File: src/rtl/flag_seq_pkg.sv
// flag_seq_pkg: shared state/pending enums, default visible width and selector wrap helpers
// for flag_sequencer.
package flag_seq_pkg;

    typedef enum logic {HOLD, WIPE} state_t;
    typedef enum logic [1:0] {NONE, NEXT, PREV} pend_t;

    localparam int H_ACTIVE_DEF = 640;

    function automatic int wrap_inc(input int sel, input int num_flags);
        return (sel >= num_flags - 1) ? 0 : sel + 1;
    endfunction

    function automatic int wrap_dec(input int sel, input int num_flags);
        return (sel == 0) ? num_flags - 1 : sel - 1;
    endfunction

endpackage

File: src/rtl/btn_sync_edge.sv
// btn_sync_edge: 2-flop synchroniser for an asynchronous button followed by a
// single-cycle rising-edge pulse.
module btn_sync_edge (
    input  logic clk,
    input  logic rst_n,
    input  logic i_btn,
    output logic o_pulse
);
    logic [2:0] r_sh;

    always_ff @(posedge clk or negedge rst_n) begin
        if (!rst_n) r_sh <= '0;
        else        r_sh <= {r_sh[1:0], i_btn};
    end

    assign o_pulse = r_sh[1] & ~r_sh[2];
endmodule

File: src/rtl/flag_sequencer.sv
// flag_sequencer: frame-synchronous flag slideshow (hold timer, next/prev buttons).
// Define FLAG_SEQ_WIPE_EN for the left-to-right wipe; otherwise flags switch directly.
module flag_sequencer
    import flag_seq_pkg::*;
#(
    parameter int NUM_FLAGS   = 86,
    parameter int SEL_W       = 7,
    parameter int HOLD_FRAMES = 180,
    parameter int WIPE_STEP   = 16,
    parameter int H_ACTIVE    = H_ACTIVE_DEF
) (
    input  logic             clk,
    input  logic             rst_n,
    input  logic             frame_start,
    input  logic             btn_next,
    input  logic             btn_prev,
    input  logic             auto_en,
    input  logic [9:0]       pix_x,
    input  logic [5:0]       color_cur,
    input  logic [5:0]       color_nxt,
    output logic [SEL_W-1:0] sel_cur,
    output logic [SEL_W-1:0] sel_nxt,
    output logic [5:0]       color,
    output logic             busy
);
    localparam int HW = $clog2(HOLD_FRAMES + 1);

    logic             w_pn, w_pp, w_go, w_clr;
    pend_t            r_pend, w_pend;
    logic [SEL_W-1:0] r_sel_cur, w_sel_cur, w_tgt;
    logic [HW-1:0]    r_hold, w_hold;
    logic [5:0]       r_color;

    btn_sync_edge u_next (.clk(clk), .rst_n(rst_n), .i_btn(btn_next), .o_pulse(w_pn));
    btn_sync_edge u_prev (.clk(clk), .rst_n(rst_n), .i_btn(btn_prev), .o_pulse(w_pp));

    assign w_go  = (r_pend != NONE) || (auto_en && r_hold == HW'(HOLD_FRAMES - 1));
    assign w_tgt = (r_pend == PREV) ? SEL_W'(wrap_dec(int'(r_sel_cur), NUM_FLAGS))
                                    : SEL_W'(wrap_inc(int'(r_sel_cur), NUM_FLAGS));

    // A fresh edge wins over the consumption of an older request in the same cycle.
    always_comb begin
        w_pend = r_pend;
        if (w_pn && !w_pp)      w_pend = NEXT;
        else if (w_pp && !w_pn) w_pend = PREV;
        else if (w_clr)         w_pend = NONE;
    end

    always_ff @(posedge clk or negedge rst_n) begin
        if (!rst_n) begin
            r_sel_cur <= '0;
            r_hold    <= '0;
            r_pend    <= NONE;
        end else begin
            r_sel_cur <= w_sel_cur;
            r_hold    <= w_hold;
            r_pend    <= w_pend;
        end
    end

`ifdef FLAG_SEQ_WIPE_EN
    state_t           r_state, w_state;
    logic [SEL_W-1:0] r_sel_nxt, w_sel_nxt;
    logic [9:0]       r_wipe_x, w_wipe_x;
    logic [10:0]      w_sum;

    // Widened by one bit so the edge cannot wrap past H_ACTIVE.
    assign w_sum = {1'b0, r_wipe_x} + 11'(WIPE_STEP);

    always_comb begin
        w_state   = r_state;
        w_sel_cur = r_sel_cur;
        w_sel_nxt = r_sel_nxt;
        w_wipe_x  = r_wipe_x;
        w_hold    = r_hold;
        w_clr     = 1'b0;
        if (frame_start && r_state == HOLD) begin
            if (w_go) begin
                w_clr     = 1'b1;
                w_sel_nxt = w_tgt;
                w_hold    = '0;
                w_wipe_x  = '0;
                w_state   = WIPE;
            end else begin
                w_hold = auto_en ? r_hold + 1'b1 : '0;
            end
        end else if (frame_start) begin
            w_wipe_x = w_sum[9:0];
            if (w_sum >= 11'(H_ACTIVE)) begin
                w_sel_cur = r_sel_nxt;
                w_wipe_x  = '0;
                w_state   = HOLD;
            end
        end
    end

    always_ff @(posedge clk or negedge rst_n) begin
        if (!rst_n) begin
            r_state   <= HOLD;
            r_sel_nxt <= '0;
            r_wipe_x  <= '0;
            r_color   <= '0;
        end else begin
            r_state   <= w_state;
            r_sel_nxt <= w_sel_nxt;
            r_wipe_x  <= w_wipe_x;
            r_color   <= (r_state == WIPE && pix_x < r_wipe_x) ? color_nxt : color_cur;
        end
    end

    assign sel_nxt = r_sel_nxt;
    assign busy    = (r_state == WIPE);
`else
    logic w_unused;
    assign w_unused = ^{pix_x, color_nxt};

    always_comb begin
        w_sel_cur = r_sel_cur;
        w_hold    = r_hold;
        w_clr     = 1'b0;
        if (frame_start) begin
            if (w_go) begin
                w_clr     = 1'b1;
                w_sel_cur = w_tgt;
                w_hold    = '0;
            end else begin
                w_hold = auto_en ? r_hold + 1'b1 : '0;
            end
        end
    end

    always_ff @(posedge clk or negedge rst_n) begin
        if (!rst_n) r_color <= '0;
        else        r_color <= color_cur;
    end

    assign sel_nxt = r_sel_cur;
    assign busy    = 1'b0;
`endif

    assign sel_cur = r_sel_cur;
    assign color   = r_color;
endmodule

File: config.mk
export PLATFORM = sky130hd
export DESIGN_NAME = flag_sequencer
export DESIGN_NICKNAME = d
export VERILOG_FILES = /design/src/rtl/flag_seq_pkg.sv /design/src/rtl/btn_sync_edge.sv /design/src/rtl/flag_sequencer.sv
export SDC_FILE = /design/constraint.sdc
export NUM_CORES = 1
export LEC_CHECK = 0
export BUFFER_PORTS_ARGS = -buffer_cell sky130_fd_sc_hd__buf_2
export CORE_UTILIZATION = 54
export DETAILED_ROUTE_END_ITERATION = 6
export PLACE_DENSITY = 0.84
export REMOVE_ABC_BUFFERS = 1
export SLEW_MARGIN = 25
export SYNTH_ARGS = -nofsm -noshare
export SYNTH_HDL_FRONTEND = slang
export SYNTH_SLANG_ARGS = --single-unit
File: constraint.sdc
create_clock -name clk -period 3.3 [get_ports clk]
set_clock_uncertainty 0.05 [all_clocks]
set_input_delay 0.495 -clock clk [delete_from_list [all_inputs] [get_ports clk]]
set_output_delay 0.495 -clock clk [all_outputs]
set_load 0.03 [all_outputs]
# Word-level counts from Yosys, hierarchy flattened
# Index checks and enable logic that the tools add are counted.
totals:
  regBits: 29
classes:
  eq_ne: 2
  n_mux: 10
  bitwise_logic: 4
  add_sub_neg: 3
  magnitude_cmp: 1
  reduce_logical: 10
ops:
  columns: ["op", "n"]
  rows:
  - ["two-way mux 7 bit", 3]
  - ["two-way mux 8 bit", 2]
  - ["adder 8 x 1 -> 8 bit (second input constant)", 1]
  - ["equality test 8 bit (second input constant)", 1]
  - ["adder 7 x 1 -> 7 bit (second input constant)", 1]
  - ["greater-or-equal comparator 7 bit (second input constant)", 1]
  - ["logical NOT 7 bit", 1]
  - ["subtractor 7 x 1 -> 7 bit (second input constant)", 1]
  - ["two-way mux 2 bit", 3]
  - ["logical AND 1 bit", 3]
  - ["nonzero test 3 bit", 1]
  - ["AND 1 bit", 2]
  - ["equality test 2 bit (second input constant)", 1]
  - ["logical NOT 1 bit", 2]
  - ["two-way mux 1 bit", 2]
  - ["NOT 1 bit", 2]
  - ["AND reduction 2 bit", 1]
  - ["nonzero test 2 bit", 1]
  - ["logical OR 1 bit", 1]

# Logic depth before layout (Yosys ltp)
# Gate-level depths: netlist (run 1).
logic_depth:
  ltp_word: 8
  mapped_depth: 7
  ltp_nobuf: 7

# By module
# From an unflattened synthesis (run 1), not the netlist that was laid out.
hier_totals:
  cells_unflattened: 151
  area_unflattened_um2: 1567.8
by_module_without_submodules:
  columns: ["mod", "area_each_um2", "instances", "seq_area_each_um2", "cells_each"]
  rows:
  - ["flag_sequencer", 1390.1, 1, 575.6, 143]
  - ["btn_sync_edge", 88.8, 2, 75.1, 4]

# Worst setup path before layout (run 1)
# OpenSTA, ideal clock, no wires.
synth_timing:
  path_kind: "reg-to-reg"
  from: "register r_sel_cur[1] (netlist: sel_cur[1])"
  to: "register r_sel_cur[5] (netlist: sel_cur[5])"
  t_arrival_ns: 2.025
  path_stages_with_launch: 8
  period_less_slack_ns: 2.142
  setup_time_ns: 0.067
  setup_slack_ns: 1.158
  cell_sequence: "dfrtp_1 -> inv_1 -> ha_1 -> nor3_1 -> o221ai_2 -> or4_1 -> o21ai_0 -> a22o_1"
synth_between:
  elab_chain_len: 3
  word_cells_on_any_way: 7
  classes_between: "2 x add/sub; 1 x order compare; 3 x mux; 1 x reduce/logical"
synth_rtl:
  columns: ["item", "line_no", "source"]
  rows:
  - ["start: declaration", "flag_sequencer.sv:30", "logic [SEL_W-1:0] r_sel_cur, w_sel_cur, w_tgt;"]
  - ["start signal: assignment", "flag_sequencer.sv:55", "r_sel_cur <= w_sel_cur;"]
  - ["adder 7 x 1 -> 7 bit (tied with other cells)", "flag_seq_pkg.sv:11", "return (sel >= num_flags - 1) ? 0 : sel + 1;"]
  - ["two-way mux 7 bit (on tied branches)", "flag_seq_pkg.sv:11, flag_seq_pkg.sv:15", null]
  - ["two-way mux 7 bit *", "flag_sequencer.sv:38", "assign w_tgt = (r_pend == PREV) ? SEL_W'(wrap_dec(int'(r_sel_cur), NUM_FLAGS))"]
# Every way passes the cells marked *; elsewhere a longest branch is shown, timed or not.
# A chain may end at the register's enable or synchronous reset.

# Worst setup path in the final report (run 1)
# Same ends and word-level chain as after synthesis.

==> qor.yml, run 1 <==
run_status:
  outcome: "complete, no violations"
worst_setup_path:
  end_kind: "flip-flop"
  cp_max_fo: 8
  arrival_ns: 2.40
  path_class: "reg2reg"
  start_kind: "flip-flop"
  crit_required_ns: 3.53
final_layout:
  num-fill-cells: 209
  diodes: 0
  layout_common_cells: "buf_2 (31), dfrtp_1 (29), nor2_1 (13)"
  seq_area_um2: 725.7
  multi_input_area_um2: 694.4
  finish.utilization_pct: 67.01
  drive_gt1_share_pct: 24.16
  layout_commonest_cell: "buf_2"
  syn_to_final_growth_pct: 12.34
  num-nets-final: 210
detailed_routing:
  first_iter_violations: 46
  drt-wirelength-per-cell_um: 14.03
  firstDrtPassIters: 4
  wl_um: 2919
  ant_nets: 0
  dr_total_vias: 1206
  drcViolationCount: 0
  via_per_inst: 5.798
timing:
  drv_slew: 0
  worst_pin_slew_ns: 0.6397
  final.setup.tns_ns: 0
  post-route-period-util_pct: 65.70
  grt_setup_unrepaired: "no"
  max_freq_ghz: 0.4612
  finalHoldViolCount: 0
  layout_min_cycle_time_ns: 2.168
  relSlewSlack_pct: 57.36
  setup_viol: 0
logic_synthesis:
  yosys_most_used_dff: "dfrtp_1"
  async_reset_ff_share_pct: 100.0
  ys_seq_elements: 29
  synth_seq_area_share_pct: 47.39
  netlist_instances: 152
  synth_edf_count: 0
  mappedNetlistArea_um2: 1531
  synth_cell_types: 44
  avgSynthCellArea_um2: 10.08
  ys_warn_count: 0
floorplanning:
  initial_core_util_pct: 59.65
  rows: 18
  die_h_um: 55.26
  core-area_um2: 2567
  pin_count: 49
  dieArea_um2: 3053
  die_x_um: 55.26
placement:
  io_buffer_count: 31
  gp_congestion: 0.8666
  hpwlAfterDp_um: 2035
global_routing:
  grt_usage_pct: 20.92
  grt_pass1_wl_um: 4947
  grt_max_degree: 30
  overflow: 0
  first_global_vias: 1183
  antenna_found_initial: 0
cts:
  path_clk_slew_ns: 0.10
  numCtsBuffers: 5
  clockRootBuffer: "clkbuf_4"
  cts_max_level: 2
  tritoncts: "done"
  cts.sinks: 29
  cts_resized: 0
  clock_latency_ns: 0.33
  post_cts_buffers: 0
  cts_buffer_depth: 2
  cts_hold_buf: 0
hold_path:
  min-delay-path-class: "in2async"
power:
  p_leak_nw: 0.7725
  powerDensity_nw_per_um2: 797.0
  ir_worst_vdd_mv: 0.6247
job:
  max_cap_viol_count: 0
path summary, 6_finish.rpt:
path	from	endpoint	slack, ns	cells after the start
max	sel_cur[1]	sel_cur[5]	1.13	7
min	rst_n	r_hold[4]	0.12	1
max reg2reg	sel_cur[1]	sel_cur[5]	1.13	7
min reg2reg	u_prev.r_sh[0]	u_prev.r_sh[1]	0.30	0
max in group asynchronous	rst_n	u_prev.r_sh[0]	2.65	1
min in group clk	color_cur[3]	color[3]	0.22	1
cell type report:
| type | instances | area share [%] |
|---|---|---|
| Clock inverter | 1 | 1.745 |
| Inverter | 6 | 1.309 |
| Timing Repair Buffer | 31 | 9.018 |
| Multi-Input combinational cell | 104 | 40.36 |
| Sequential cell | 29 | 42.18 |
| Tap cell | 30 | 2.182 |
| Clock buffer | 7 | 3.200 |
kinds of logic (layout without fill, tap and decap cells):
| family | Yosys count | after routing | synth area share, % |
|---|---|---|---|
| simple gates | 51 | 51 | 17.89 |
| compound gates | 37 | 37 | 17.08 |
| mux | 3 | 3 | 1.961 |
| other cells | 1 | 1 | 0.2449 |
| fa+ha+maj | 6 | 6 | 4.739 |
| xor+xnor | 6 | 6 | 3.432 |
| buf+inv | 19 | 45 | 7.271 |
| flops | 29 | 29 | 47.39 |
critical path, stage by stage (launching register included):
cell and delay [ns]:
dfrtp_1 0.49, inv_1 0.13, ha_1 0.19, nor3_1 0.26
o221ai_2 0.24, or4_1 0.51, o21ai_0 0.09, a22o_1 0.15
where the power goes:
part | internal (mW) | switching, mW | leakage [nW] | total [mW]
Sequential | 0.404 | 0.108 | 0.362 | 0.513
Clock | 0.181 | 0.125 | 0.0455 | 0.306
Combinational | 0.188 | 0.364 | 0.365 | 0.552
state kept, by name (all words and copies together), names as in the netlist:
signal,count
r_pend,2
u_next.r_sh,3
color,6
r_hold,8
u_prev.r_sh,3
sel_cur,7
layer usage:
metal  track usage, %  routed length (µm)
met1            25.27                1270
met2            33.91                1370
met3            7.026                 233
met4            9.286                  45
met5                0                   0
synth_stat cells, drive strengths merged, types with 3 or more instances:
cell | number | share of area, %
a21oi | 6 | 2.0
nor2b | 3 | 1.2
nand2 | 9 | 2.2
buf | 11 | 5.3
and2 | 3 | 1.2
nor2 | 13 | 3.2
xnor2 | 3 | 1.7
o22ai | 4 | 1.6
o21ai | 13 | 4.2
xor2 | 3 | 1.7
or4 | 3 | 1.7
nand3 | 7 | 2.3
nand2b | 4 | 1.6
dfrtp | 29 | 47
ha | 5 | 4.1
inv | 6 | 1.5
mux2i | 3 | 2.0
per-stage QoR:
step                hold slack (ns)  setup slack [ns]  area, µm²  instances  total power [mW]
floorplan                    0.1494            0.9413       1443        139            0.9038
global placement             0.2840             1.219       1635        200             1.048
detailed placement           0.2879             1.184       1635        200             1.067
CTS                          0.1436             1.142       1720        208             1.372
global route                 0.1752            0.9638       1720        208             1.441
finish                       0.1195             1.132       1720        208             1.371
(Power assumes the default switching activity.)
==> inputs of run 2 (changes only) <==
--- a/config.mk
+++ b/config.mk
@@ -5,10 +5,11 @@
 export SDC_FILE = /design/constraint.sdc
 export NUM_CORES = 1
 export LEC_CHECK = 0
+export ABC_AREA = 1
 export BUFFER_PORTS_ARGS = -buffer_cell sky130_fd_sc_hd__buf_2
-export CORE_UTILIZATION = 54
+export CORE_UTILIZATION = 51
 export DETAILED_ROUTE_END_ITERATION = 6
-export PLACE_DENSITY = 0.84
+export PLACE_DENSITY = 0.79
 export REMOVE_ABC_BUFFERS = 1
 export SLEW_MARGIN = 25
 export SYNTH_ARGS = -nofsm -noshare
==> constraint.sdc (replaced) <==
create_clock -name clk -period 2.3 [get_ports clk]
set_clock_uncertainty 0.05 [all_clocks]
set_input_delay 0.345 -clock clk [delete_from_list [all_inputs] [get_ports clk]]
set_output_delay 0.345 -clock clk [all_outputs]
set_load 0.03 [all_outputs]
==> run 2 against run 1 <==
Wire length fell by 5.0%; non-clock buffer count rose by 1; combinational power rose by 81%; area after synthesis is 7.3% higher; global-route usage fell by 1.8 points; clock power up 12%; register-to-register slack got worse by 0.43 ns; die area is 13% higher; final cell count is 30% higher; critical path depth shrank 6; first-iteration DRC count rose by 37%; worst setup slack worse by 0.59 ns; largest power group unchanged; highest routed layer unchanged.
==> qor.yml, run 2 <==
worst_setup_path:
  end_kind: "output pin"
  cp_max_fo: 11  # +3
  cp_slowest_cell: "dfrtp_1"
  worstRegToRegCells: 6  # -1
  worst-path-stages: 1  # -6
  reg2reg_to: "sel_cur[5]"
  r2r-start: "sel_cur[2]"
  rrSetupSlack_ns: 0.70  # -0.43 ns
  critPathLaunch: "sel_cur[3]"
  worst-path-buf-inv: 1  # unchanged
  path_class: "reg2out"
  start_kind: "flip-flop"
  crit_family: "flip-flops"
  cp_cell_sequence: "buf_2"
  slowest_delay_ns: 0.72  # +0.21 ns
  crit_required_ns: 1.90  # -1.63 ns
  endpoint: "sel_cur[3]"
  arrival_ns: 1.36  # -1.04 ns
placement:
  io_buffer_count: 31  # unchanged
  dp_cells: 261  # +31%
  hpwlAfterDp_um: 2062  # +1.3%
  gp_congestion: 0.8483  # -2.1%
timing:
  worst_pin_slew_ns: 0.6260  # -0.01372 ns
  relSlewSlack_pct: 58.27  # +0.91 points
  drv_slew: 0  # unchanged
  setup_viol: 0  # unchanged
  post-route-period-util_pct: 76.23
  max_freq_ghz: 0.5703
  grt_setup_unrepaired: "no"
  finalHoldViolCount: 0  # unchanged
  final.setup.tns_ns: 0  # unchanged
  layout_min_cycle_time_ns: 1.753
power:
  clkPwrFrac_pct: 16.1  # -6.2 points
  p_total_mw: 2.131  # +55%
  p_leak_nw: 0.9409  # +22%
  swShare_pct: 47.76  # +4.2 points
  power.net_switching_mw: 1.018  # +70%
  internal-power_mw: 1.113  # +44%
  p_seq_share_pct: 36.8  # -0.6 points
  p_comb_share_pct: 47.1  # +6.8 points
  ir_worst_vdd_mv: 0.5825  # -6.8%
  powerDensity_nw_per_um2: 1163  # +46%
final_layout:
  num-nets-final: 258  # +23%
  final-instance-count-excl-fill: 270  # +30%
  largest_reg_flops: 8  # unchanged
  num-fill-cells: 289  # +38%
  finish.utilization_pct: 60.00  # -7.0 points
  diodes: 0  # unchanged
  layout_common_cells: "nand2_1 (43), nor2_1 (32), buf_2 (31)"
  drive_gt1_share_pct: 24.78  # +0.62 points
  layout_commonest_cell: "nand2_1"
  syn_to_final_growth_pct: 11.50
  largest-register: "r_hold"
logic_synthesis:
  avgSynthCellArea_um2: 8.297  # -18%
  async_reset_ff_share_pct: 100.0  # unchanged
  yosys_most_used_dff: "dfrtp_1"
  synth_seq_area_share_pct: 44.17  # -3.2 points
  yosys.area.top_type: "dfrtp_1"
  netlist_instances: 198  # +30%
  synthTopCellsByArea: "dfrtp_1 (44%), nand2_1 (9.8%), nor2_1 (7.3%), nand3_1 (4.9%), buf_4 (4.1%)"
  yosysMostFrequentCell: "nand2_1"
  netlist_top_cells_count: "nand2_1 (43), nor2_1 (32), dfrtp_1 (29)"
  mappedNetlistArea_um2: 1643  # +7.3%
  synth_cell_types: 30  # -32%
  ys_warn_count: 0  # unchanged
  synth_edf_count: 0  # unchanged
  ys_seq_elements: 29  # unchanged
  synth_top_cell_area_share_pct: 44.17  # -3.2 points
cts:
  numCtsBuffers: 5  # unchanged
  clockRootBuffer: "clkbuf_4"
  clock_latency_ns: 0.32  # about the same
  cts_buffer_depth: 2  # unchanged
  cts_max_level: 2  # unchanged
  path_clk_slew_ns: 0.09  # about the same
  cts.sinks: 29  # unchanged
  tritoncts: "done"
global_routing:
  grt_use_met1_pct: 24.31  # -0.96 points
  grt_usage_pct: 19.10  # -1.8 points
  antenna_found_initial: 0  # unchanged
  grtUsageMet2_pct: 29.55  # -4.4 points
  gr-usage-met3_pct: 7.033  # +0.0072 points
  grt_max_degree: 30  # unchanged
  first_global_vias: 1196  # +1.1%
  grt_pass1_wl_um: 4836  # -2.2%
  top_usage_layer: "met2"
  overflow: 0  # unchanged
floorplanning:
  initial_core_util_pct: 53.81  # -5.8 points
  die_x_um: 58.76  # +6.3%
  pin_count: 49  # unchanged
  core-area_um2: 3053  # +19%
  dieArea_um2: 3452  # +13%
  die_h_um: 58.76  # +6.3%
  rows: 20  # +2
hold_path:
  min-delay-path-class: "in2reg"
  min_from: "color_cur[1]"
detailed_routing:
  dr_total_vias: 1305  # +8.2%
  drt-wirelength-per-cell_um: 10.27  # -27%
  first_iter_violations: 63  # +37%
  via_per_inst: 4.833  # -17%
  firstDrtPassIters: 5  # +1
  ant_nets: 0  # unchanged
  drcViolationCount: 0  # unchanged
  wl_um: 2772  # -5.0%
run_status:
  outcome: "complete, no violations"
job:
  max_cap_viol_count: 0  # unchanged
run 2: metal layers:
| metal | wire length, µm | part of all wire (%) |
|---|---|---|
| met5 | 0 | 0 |
| met4 | 42 | 1.5 |
| met3 | 122 | 4.4 |
| met2 | 1272 | 46 |
| met1 | 1335 | 48 |
run 2: cell families (layout without fill, tap and decap cells):
group                    after synthesis  after routing  share of synthesized area (%)
AO/OA/AOI/OAI                         13             13                          4.722
AND/OR/NAND/NOR                      109            109                          31.23
flip-flops                            29             29                          44.17
XOR/XNOR                               9              9                          4.798
adder cells (fa/ha/maj)                5              5                          3.808
other                                  1              1                         0.2283
buffers and inverters                 32             60                          11.04
run 2: power groups by stage:
| stage | sequential [mW] | clock [mW] | combinational [mW] |
|---|---|---|---|
| after floorplan | 1.01 | 0 | 0.529 |
| after global placement | 0.786 | 0 | 0.992 |
| after detailed placement | 0.791 | 0 | 1.01 |
| after CTS | 0.781 | 0.362 | 1.01 |
| after global routing | 0.801 | 0.380 | 1.13 |
| final | 0.783 | 0.343 | 1.00 |
run 2: what timing repair did:
action / CTS / global route
hold buffers: 1 / 0
setup buffers: 0 / 0
gates resized for setup: 0 / 0
hold endpoints to repair: 29 / 0
run 2: worst min-delay path by stage:
stage / depth (start not counted) / slack, ns / end
floorplan: 0 / -0.0006 / color[0]
global placement: 0 / 0.29 / u_prev.r_sh[1]
detailed placement: 0 / 0.29 / u_next.r_sh[1]
CTS: 1 / 0.05 / color[1]
global route: 1 / 0.05 / color[0]
finish: 1 / 0.07 / color[1]
run 2: layout make-up:
type / instances / area (µm²) / share of cell area (%)
clock buffer: 7 / 65.06 / 3.552
inverter: 20 / 80.08 / 4.372
multi-input combinational: 137 / 735.7 / 40.16
tap: 44 / 55.05 / 3.005
sequential: 29 / 725.7 / 39.62
clock inverter: 1 / 5.005 / 0.2732
timing repair buffer: 32 / 165.2 / 9.016
run 2: per-stage QoR:
step | setup WS (ns) | instance area [µm²] | hold WS, ns
after CTS | 0.5258 | 1832 | 0.05020
after detailed placement | 0.7063 | 1752 | 0.2871
final | 0.5466 | 1832 | 0.07161
after floorplan | 0.4123 | 1541 | -0.0005911
after global routing | 0.4844 | 1832 | 0.04701
after global placement | 0.7610 | 1752 | 0.2888
==> inputs of run 3 (changes only) <==
==> constraint.sdc (replaced) <==
create_clock -name clk -period 1.81 [get_ports clk]
set_clock_uncertainty 0.05 [all_clocks]
set_input_delay 0.2715 -clock clk [delete_from_list [all_inputs] [get_ports clk]]
set_output_delay 0.2715 -clock clk [all_outputs]
set_load 0.03 [all_outputs]
==> run 3 against run 2 <==
First-iteration DRC count did not move; cell area up 4.4%; non-clock buffer count rose by 8; die area stayed put; sequential cell count stayed put; clock-buffer cell count did not move; hold slack improved by 0.16 ns; critical path depth did not move; worst setup slack worse by 0.42 ns; sequential power rose by 26%.
==> qor.yml, run 3 (same netlist as run 2, synthesis figures left out) <==
run_status:
  outcome: "complete, no violations"
detailed_routing:
  drt-wirelength-per-cell_um: 10.19  # -0.74%
  dr_total_vias: 1331  # +2.0%
  wl_um: 2833  # +2.2%
  via_per_inst: 4.788  # -0.94%
  firstDrtPassIters: 4  # -1
  first_iter_violations: 63  # unchanged
  ant_nets: 0  # unchanged
  drcViolationCount: 0  # unchanged
global_routing:
  grt_use_met1_pct: 25.69  # +1.4 points
  grt_usage_pct: 20.41  # +1.3 points
  first_global_vias: 1240  # +3.7%
  grt_max_degree: 30  # unchanged
  overflow: 0  # unchanged
  grt_pass1_wl_um: 5092  # +5.3%
  gr-usage-met3_pct: 7.912  # +0.88 points
  top_usage_layer: "met2"
  antenna_found_initial: 0  # unchanged
  grtUsageMet2_pct: 31.17  # +1.6 points
timing:
  grt_setup_unrepaired: "no"
  layout_min_cycle_time_ns: 1.682
  drv_slew: 0  # unchanged
  finalHoldViolCount: 0  # unchanged
  relSlewSlack_pct: 58.55  # +0.28 points
  setup_viol: 0  # unchanged
  worst_pin_slew_ns: 0.6218  # -0.004173 ns
  max_freq_ghz: 0.5945
  post-route-period-util_pct: 92.93
worst_setup_path:
  crit_required_ns: 1.49  # -0.41 ns
  arrival_ns: 1.36  # about the same
  path_class: "reg2out"
  slowest_delay_ns: 0.72  # about the same
  crit_family: "flip-flops"
  cp_max_fo: 11  # unchanged
  cp_cell_sequence: "buf_2"
  end_kind: "output pin"
  worst-path-buf-inv: 1  # unchanged
  start_kind: "flip-flop"
  cp_slowest_cell: "dfrtp_1"
final_layout:
  drive_gt1_share_pct: 23.93  # -0.85 points
  syn_to_final_growth_pct: 16.37
  diodes: 0  # unchanged
  layout_common_cells: "nand2_1 (43), nor2_1 (32), buf_2 (31)"
  largest-register: "r_hold"
  largest_reg_flops: 8  # unchanged
  final-instance-count-excl-fill: 278  # +3.0%
  num-nets-final: 266  # +3.1%
  layout_commonest_cell: "nand2_1"
floorplanning:
  pin_count: 49  # unchanged
  rows: 20  # unchanged
  dieArea_um2: 3452  # unchanged
  die_h_um: 58.76  # unchanged
  core-area_um2: 3053  # unchanged
  die_x_um: 58.76  # unchanged
  initial_core_util_pct: 53.81  # unchanged
cts:
  cts.sinks: 29  # unchanged
  cts_max_level: 2  # unchanged
  clockRootBuffer: "clkbuf_4"
  post_cts_buffers: 0  # unchanged
  cts_resized: 0  # unchanged
  cts_hold_buf: 9  # +8
  path_clk_slew_ns: 0.08  # about the same
  numCtsBuffers: 5  # unchanged
  clock_latency_ns: 0.32  # about the same
  tritoncts: "done"
  cts_buffer_depth: 2  # unchanged
placement:
  hpwlAfterDp_um: 2056  # -0.31%
  dp_cells: 261  # unchanged
  gp_congestion: 0.8475  # about the same
  io_buffer_count: 31  # unchanged
power:
  ir_worst_vdd_mv: 0.7345  # +26%
  p_total_mw: 2.717  # +28%
  powerDensity_nw_per_um2: 1421  # +22%
  p_leak_nw: 0.9743  # +3.6%
hold_path:
  min-delay-path-class: "in2reg"
job:
  max_cap_viol_count: 0  # unchanged
==> run 3: changes by cell type in the layout (fill, tap and decap cells not counted) <==
cell / previous run / this run
dlygate4sd3_1: 1 / 9
==> run 3: per-stage QoR <==
| step | instance area (µm²) | worst slack [ns] | util, % | setup TNS, ns | hold slack [ns] |
|---|---|---|---|---|---|
| after global routing | 1912 | 0.04483 | 62.62 | 0 | 0.2198 |
| after global placement | 1752 | 0.2665 | 57.38 | 0 | 0.2774 |
| after floorplan | 1541 | -0.07773 | - | -0.07773 | -0.07409 |
| final | 1912 | 0.1280 | 62.62 | 0 | 0.2310 |
| after detailed placement | 1752 | 0.2407 | 57.38 | 0 | 0.2724 |
| after CTS | 1912 | 0.1169 | 62.62 | 0 | 0.2034 |
==> run 3: per-layer routing <==
layer  vias to the layer above  routed length, µm
met5                         -                  0
met4                         0                 40
met1                       605               1315
li1                        687                  -
met3                         5                145
met2                        34               1331
==> run 3: layout make-up <==
| type | instances | area [µm²] |
|---|---|---|
| repair buffers | 40 | 245.2 |
| well taps | 44 | 55.05 |
| fillers | 284 | 1141 |
| flip-flops and latches | 29 | 725.7 |
| inverters | 20 | 80.08 |
| clock inverters | 1 | 5.005 |
| clock buffers | 7 | 65.06 |
| multi-input cells | 137 | 735.7 |
==> run 3: path summary, 6_finish.rpt <==
path	from	end	slack, ns	cells past startpoint
max	sel_cur[3]	sel_cur[3]	0.13	1
min	frame_start	r_pend[0]	0.23	2
max reg2reg	sel_cur[0]	sel_cur[5]	0.22	9
min reg2reg	u_prev.r_sh[0]	u_prev.r_sh[1]	0.31	0
max in group asynchronous	rst_n	r_pend[1]	0.86	2
min in group asynchronous	rst_n	sel_cur[6]	0.44	2
==> run 3: power by group <==
part | internal, mW | switching, mW
logic | 0.446 | 0.847
registers | 0.754 | 0.236
clock network | 0.225 | 0.209
total | 1.43 | 1.29
